<file path="src/rtl/bus_to_uart_tx.sv">
// Serialises accepted 64-bit sample words as eight UART 8N1 bytes, byte 0 first.
// A one-deep holding register lets the next word queue up during transmission.
module bus_to_uart_tx #(
  parameter int CLKS_PER_BIT   = 434,
  parameter int BYTES_PER_WORD = 8
) (
  input  logic        fastclk,
  input  logic        reset,
  input  logic [63:0] in_bus,
  input  logic        in_valid,
  output logic        in_ready,
  output logic        tx,
  output logic        busy,
  output logic        frame_done
);

  localparam int CW = $clog2(CLKS_PER_BIT);
  localparam logic [CW-1:0] BAUD_LAST = CW'(CLKS_PER_BIT - 1);
  localparam logic [2:0]    BYTE_LAST = 3'(BYTES_PER_WORD - 1);

  typedef enum logic [1:0] {
    IDLE  = 2'd0,
    START = 2'd1,
    DATA  = 2'd2,
    STOP  = 2'd3
  } state_t;

  state_t        state_r;
  logic [63:0]   hold_r;
  logic [63:0]   shift_r;
  logic          hold_full_r;
  logic [CW-1:0] baud_cnt_r;
  logic [2:0]    bit_idx_r;
  logic [2:0]    byte_idx_r;
  logic          accept_s;
  logic          bit_end_s;

  assign accept_s  = in_valid && in_ready;
  assign bit_end_s = (baud_cnt_r == BAUD_LAST);

  // Handshake, holding register and transmit FSM with registered outputs.
  always_ff @(posedge fastclk) begin
    if (reset) begin
      state_r     <= IDLE;
      hold_r      <= 64'd0;
      shift_r     <= 64'd0;
      hold_full_r <= 1'b0;
      baud_cnt_r  <= '0;
      bit_idx_r   <= 3'd0;
      byte_idx_r  <= 3'd0;
      in_ready    <= 1'b1;
      tx          <= 1'b1;
      busy        <= 1'b0;
      frame_done  <= 1'b0;
    end else begin
      frame_done <= 1'b0;
      // in_ready drops on the accepting edge but only rises one edge after a reload.
      in_ready   <= accept_s ? 1'b0 : !hold_full_r;
      if (accept_s) begin
        hold_r      <= in_bus;
        hold_full_r <= 1'b1;
      end

      case (state_r)
        IDLE: begin
          baud_cnt_r <= '0;
          if (hold_full_r) begin
            shift_r     <= hold_r;
            hold_full_r <= 1'b0;
            byte_idx_r  <= 3'd0;
            tx          <= 1'b0;
            busy        <= 1'b1;
            state_r     <= START;
          end else begin
            tx   <= 1'b1;
            busy <= 1'b0;
          end
        end
        START: begin
          if (bit_end_s) begin
            baud_cnt_r <= '0;
            bit_idx_r  <= 3'd0;
            tx         <= shift_r[0];
            state_r    <= DATA;
          end else begin
            baud_cnt_r <= baud_cnt_r + 1'b1;
          end
        end
        DATA: begin
          if (bit_end_s) begin
            baud_cnt_r <= '0;
            shift_r    <= {1'b0, shift_r[63:1]};
            if (bit_idx_r == 3'd7) begin
              tx      <= 1'b1;
              state_r <= STOP;
            end else begin
              bit_idx_r <= bit_idx_r + 3'd1;
              tx        <= shift_r[1];
            end
          end else begin
            baud_cnt_r <= baud_cnt_r + 1'b1;
          end
        end
        STOP: begin
          if (bit_end_s) begin
            baud_cnt_r <= '0;
            if (byte_idx_r != BYTE_LAST) begin
              byte_idx_r <= byte_idx_r + 3'd1;
              tx         <= 1'b0;
              state_r    <= START;
            end else begin
              frame_done <= 1'b1;
              if (hold_full_r) begin
                shift_r     <= hold_r;
                hold_full_r <= 1'b0;
                byte_idx_r  <= 3'd0;
                tx          <= 1'b0;
                state_r     <= START;
              end else begin
                tx      <= 1'b1;
                busy    <= 1'b0;
                state_r <= IDLE;
              end
            end
          end else begin
            baud_cnt_r <= baud_cnt_r + 1'b1;
          end
        end
        default: begin
          baud_cnt_r <= '0;
          tx         <= 1'b1;
          busy       <= 1'b0;
          state_r    <= IDLE;
        end
      endcase
    end
  end

endmodule
</file>
<file path="config.mk">
export PLATFORM = sky130hd
export DESIGN_NAME = bus_to_uart_tx
export DESIGN_NICKNAME = d
export VERILOG_FILES = /design/src/rtl/bus_to_uart_tx.sv
export SDC_FILE = /design/constraint.sdc
export NUM_CORES = 1
export LEC_CHECK = 0
export CAP_MARGIN = 30
export CORE_MARGIN = 2
export CORE_UTILIZATION = 35
export DETAILED_ROUTE_END_ITERATION = 8
export GPL_TIMING_DRIVEN = 0
export HOLD_SLACK_MARGIN = 0.03
export PLACE_DENSITY = 0.49
export SYNTH_ARGS = -nofsm -noshare
export SYNTH_HDL_FRONTEND = slang
export SYNTH_SLANG_ARGS = --single-unit
</file>
<file path="constraint.sdc">
create_clock -name fastclk -period 4.9 [get_ports fastclk]
set_input_delay 0.49 -clock fastclk [delete_from_list [all_inputs] [get_ports fastclk]]
set_output_delay 0.49 -clock fastclk [all_outputs]
set_load 0.02 [all_outputs]
</file>
# Word-level counts from Yosys, hierarchy flattened
# Cells that the tools add are included.
# word_totals
ff_bits,150
input_bits,67
out_inout_bits,4
elab_cells,86
# classes
addsub,3
eq_ne,14
mux,42
bitwise_logic,2
reduce_logical,14
# ops
op,n
$mux 64,4
$pmux 64 s3,1
$mux 1,18
$mux 3,6
$pmux 9 s2,1
$ne 2x2->1 const B,8
$pmux 3 s2,2
$reduce_and 4->1,3
$mux 2,5
$add 9x1->9 const B,1
$eq 9x9->1 const B,1
$mux 9,1
$pmux 2 s4,1
$add 3x1->3 const B,2
$reduce_or 3->1,2
$reduce_and 5->1,1
$eq 2x2->1 const B,2
$pmux 1 s2,2
$pmux 1 s4,1
$reduce_bool 2->1,2
$eq 3x3->1 const B,1
$ne 3x3->1 const B,1
$reduce_and 3->1,1
$reduce_bool 3->1,1
6 further kinds,7

# Depth between registers and ports, before layout
# logic_depth
ltp_word,6
ltp_mapped,8
depth_no_buf,6

# Worst setup path before layout
# Ideal clock, no wire load.
# synth_path
path_type,register -> register
startpoint,reg state_r[0]
endpoint,reg shift_r[10]
setup_time_ps,121
arrival_time_ps,1810
required_time_ps,4779
path_slack_ps,2969
stages_incl_launch_ff,7
n_path_buf,2
synth_period_minus_slack_ps,1931
cell_sequence,dfxtp_1 -> ha_1 -> clkbuf_1 -> nor3_1 -> a32oi_4 -> buf_6 -> mux2_4
# synth_via
elab_chain_len,3
word_cells_on_any_way,9
classes_between,eq/ne (5); mux (1); reduce/logical (3)
# synth_lines
element,line_no,source
"start, declared",28,state_t state_r;
"start signal, assigned",44,state_r <= IDLE;
"start signal, assigned",73,state_r <= START;
"start signal, assigned",84,state_r <= DATA;
$eq 2x2->1 / $logic_not 2->1 (equally long branches),64,case (state_r)
$ne 2x2->1 (no source line) / $reduce_bool 3->1 (equally long branches),--,
$reduce_and 4->1 (no source line),--,
"end signal, assigned",68,shift_r <= hold_r;
"end signal, assigned",92,"shift_r <= {1'b0, shift_r[63:1]};"
"end signal, assigned",114,shift_r <= hold_r;
"end, declared",30,logic [63:0] shift_r;
# Several ways; a longest one is shown, not always the timed one.
# A chain may end at the register's enable or synchronous reset.

# Worst setup path in the final report
# layout_path
startpoint,reg state_r[0]
endpoint,reg shift_r[13]
# The elaborated chain is that of the path after synthesis.

==> flow_metrics.tcl <==
set metrics [dict create \
    nets 931 \
    hp-start "hold_r[13]" \
    ctsResizeCount 0 \
    cts_buffer_depth 2 \
    syn_avg_cell_area_sq_um 9.23 \
    tritoncts "done" \
    cap_violations 0 \
    path_clk_slew_ns 0.06 \
    p_leak_nw 3.31 \
    grt_util_met3 0.0370 \
    first_iter_violations 232 \
    holdPathEnd "hold_r[13]" \
    coreArea_sq_um 19700 \
    drc 0 \
    hold_path_class "reg2reg" \
    dieWidth_um 146 \
    synth.largest_area_cell "dfxtp_1" \
    cts-root-buf "clkbuf_16" \
    cp.required_ns 5.21 \
    diodes 0 \
    slew_viol_final 0 \
    start_util 0.359 \
    io_pins 71 \
    dr.pass1.iters 4 \
    syn_to_final_growth_pct 22.4 \
    slew_headroom 0.511 \
    yosysWarningCount 0 \
    rsz0062_at_grt "false" \
    syn_area_sq_um 7060 \
    worstReg2RegStart "state_r[0]" \
    place_area_sq_um 8080 \
    status "completed" \
    ant_nets 0 \
    die_area_sq_um 21300 \
    wl_per_cell_um 13.9 \
    portBuffers 69 \
    r2r.worst_path.cells 6 \
    reg2reg_to "shift_r[13]" \
    cts_buffers 17 \
    max_slew.worst_pin.slew_ns 0.731 \
    track_usage 0.153 \
    synth-edff-count 0 \
    cts_sinks 150 \
    crit_path_max_fanout 10 \
    cp-end-kind "flop" \
    r2r_slack_ns 2.63 \
    synth_cell_types 45 \
    hpwlAfterDp_um 11000 \
    async_flop_share 0 \
    yosysSeqAreaShare 0.426 \
    critPathLaunchType "flop" \
    synth-seq-cells 150 \
    hold_path_depth 2 \
    routed_wl_um 15700 \
    clock_skew_ns 0.0121 \
    drive_gt1_frac 0.134 \
    max_freq_mhz 441 \
    top_usage_layer "met2" \
    finalWeightedCongestion 0.747 \
    syn_inst 764 \
    synth_ff_type "dfxtp_1" \
    num_rows 51 \
    setup_violations 0 \
    use_met2 0.243 \
    finalHoldViolCount 0 \
    whs_ns 0.453 \
    viasPerCell 4.70 \
    syn-num-nets 843 \
    met1_usage 0.205 \
    holdBufCountCts 0 \
    min_period_over_period 0.463 \
    globalRoute.totalOverflow 0 \
    via_count 5308 \
    antenna_found_initial 0 \
    power.density_nw_per_um2 422 \
    die_h_um 146 \
    postCtsSetupBuffers 0 \
    stdcell_area_sq_um 8630 \
    clock_latency_ns 0.43 \
    cp_data_arrival_time_ns 2.58 \
    finalCriticalPeriod_ns 2.27 \
    grt_pass1_wl_um 26500 \
    synth.top_cells.by_area "dfxtp_1, mux2_4, mux2i_1" \
    ctsHtreeMaxLevel 4 \
    fill_cells 1971 \
    grt_max_degree 17 \
    path_class "reg2reg" \
    grt_pass1_vias 5337 \
    setup_tns_ns 0 \
    irDropWorstVdd_mv 0.190 \
    synth.top_cell.area_share 0.426 \
]
[worst max-delay path by stage]
stage | end | depth (start not counted) | slack (ns) | startpoint
global placement | byte_idx_r[0] | 5 | 2.39 | reset
finish | shift_r[13] | 6 | 2.63 | state_r[0]
detailed placement | hold_r[63] | 5 | 2.43 | reset
CTS | shift_r[13] | 6 | 2.62 | state_r[0]
global route | shift_r[60] | 8 | 2.46 | state_r[0]
floorplan | shift_r[10] | 6 | 2.97 | state_r[0]
[layer usage]
metal / up-vias / wire [um] / share of wire
li1: 2710 / - / -
met1: 2505 / 7920 / 0.51
met2: 79 / 7070 / 0.45
met3: 14 / 504 / 0.032
met4: 0 / 162 / 0.010
met5: - / 0 / 0
[final cells by class]
type | count | area (sq um) | share of cell area
buffer | 53 | 260 | 0.0301
clock buffer | 24 | 482 | 0.0558
clock inverter | 8 | 73.8 | 0.00855
inverter | 12 | 45.0 | 0.00522
multi-input combinational | 549 | 3750 | 0.434
sequential | 150 | 3000 | 0.348
tap | 265 | 332 | 0.0384
timing repair buffer | 69 | 691 | 0.0800
[cell families after synthesis]
group	count (synthesis)	synth area share
buffers and inverters	65	0.0433
xor gates and xnor gates	7	0.00869
and+or+nand+nor	310	0.203
adders and majority gates	12	0.0213
AOI/OAI and AO/OA	93	0.0754
muxes	127	0.223
DFF	150	0.426
[synthesized netlist by cell type (2+ instances only)]
cell,number
buf_1,6
buf_2,13
a21oi_1,75
nand2_1,135
nand4_1,3
mux2_2,3
ha_1,12
xnor2_1,6
dfxtp_1,150
mux2_4,60
or3_1,2
o21ai_0,3
nor4_1,2
nor3_1,4
nor2_1,81
nand3_1,5
clkbuf_1,28
a21o_1,2
inv_1,12
o41ai_1,2
buf_6,6
nor2b_1,68
mux2i_1,64
[sequential cells by signal (all words and copies together), names as in the netlist]
name / flops
shift_r: 64
hold_full_r: 1
baud_cnt_r: 9
bit_idx_r: 3
state_r: 2
hold_r: 64
tx: 1
busy: 1
byte_idx_r: 3
frame_done: 1
in_ready: 1
[through the flow]
stage | cells | util | total power, mW | worst slack, ns
after floorplan | 764 | - | 2.19 | 2.97
after global placement | 1098 | 0.411 | 2.43 | 2.39
after detailed placement | 1098 | 0.411 | 2.44 | 2.43
after CTS | 1130 | 0.439 | 3.70 | 2.62
after global routing | 1130 | 0.439 | 3.85 | 2.46
final | 1130 | 0.439 | 3.65 | 2.63
[layout by cell type (no fill, tap or decap), types with 4 or more instances in the layout]
cell type        count
clkbuf_16           17
xnor2_1              6
buf_1                6
clkinv_2             4
nor2b_1             68
mux2_4              60
dfxtp_1            150
inv_1               12
nor2_1              81
mux2i_1             64
buf_6                6
clkdlybuf4s50_1     69
nand2_1            135
a21oi_1             75
nand3_1              5
ha_1                12
buf_2               13
nor3_1               4
clkbuf_1            32
[worst max-delay path: stages, from the launching register on]
cell,delay [ns]
dfxtp_1,0.43
ha_1,0.18
clkbuf_1,0.31
nor3_1,0.17
a32oi_4,0.48
buf_6,0.26
mux2_4,0.32
[where the power goes]
group          internal (mW)  switching, mW  leakage (nW)
Clock                  0.736          0.501         0.270
Sequential              1.33         0.0676          1.22
Combinational          0.478          0.532          1.82
Power figures use the tool's default switching activity.
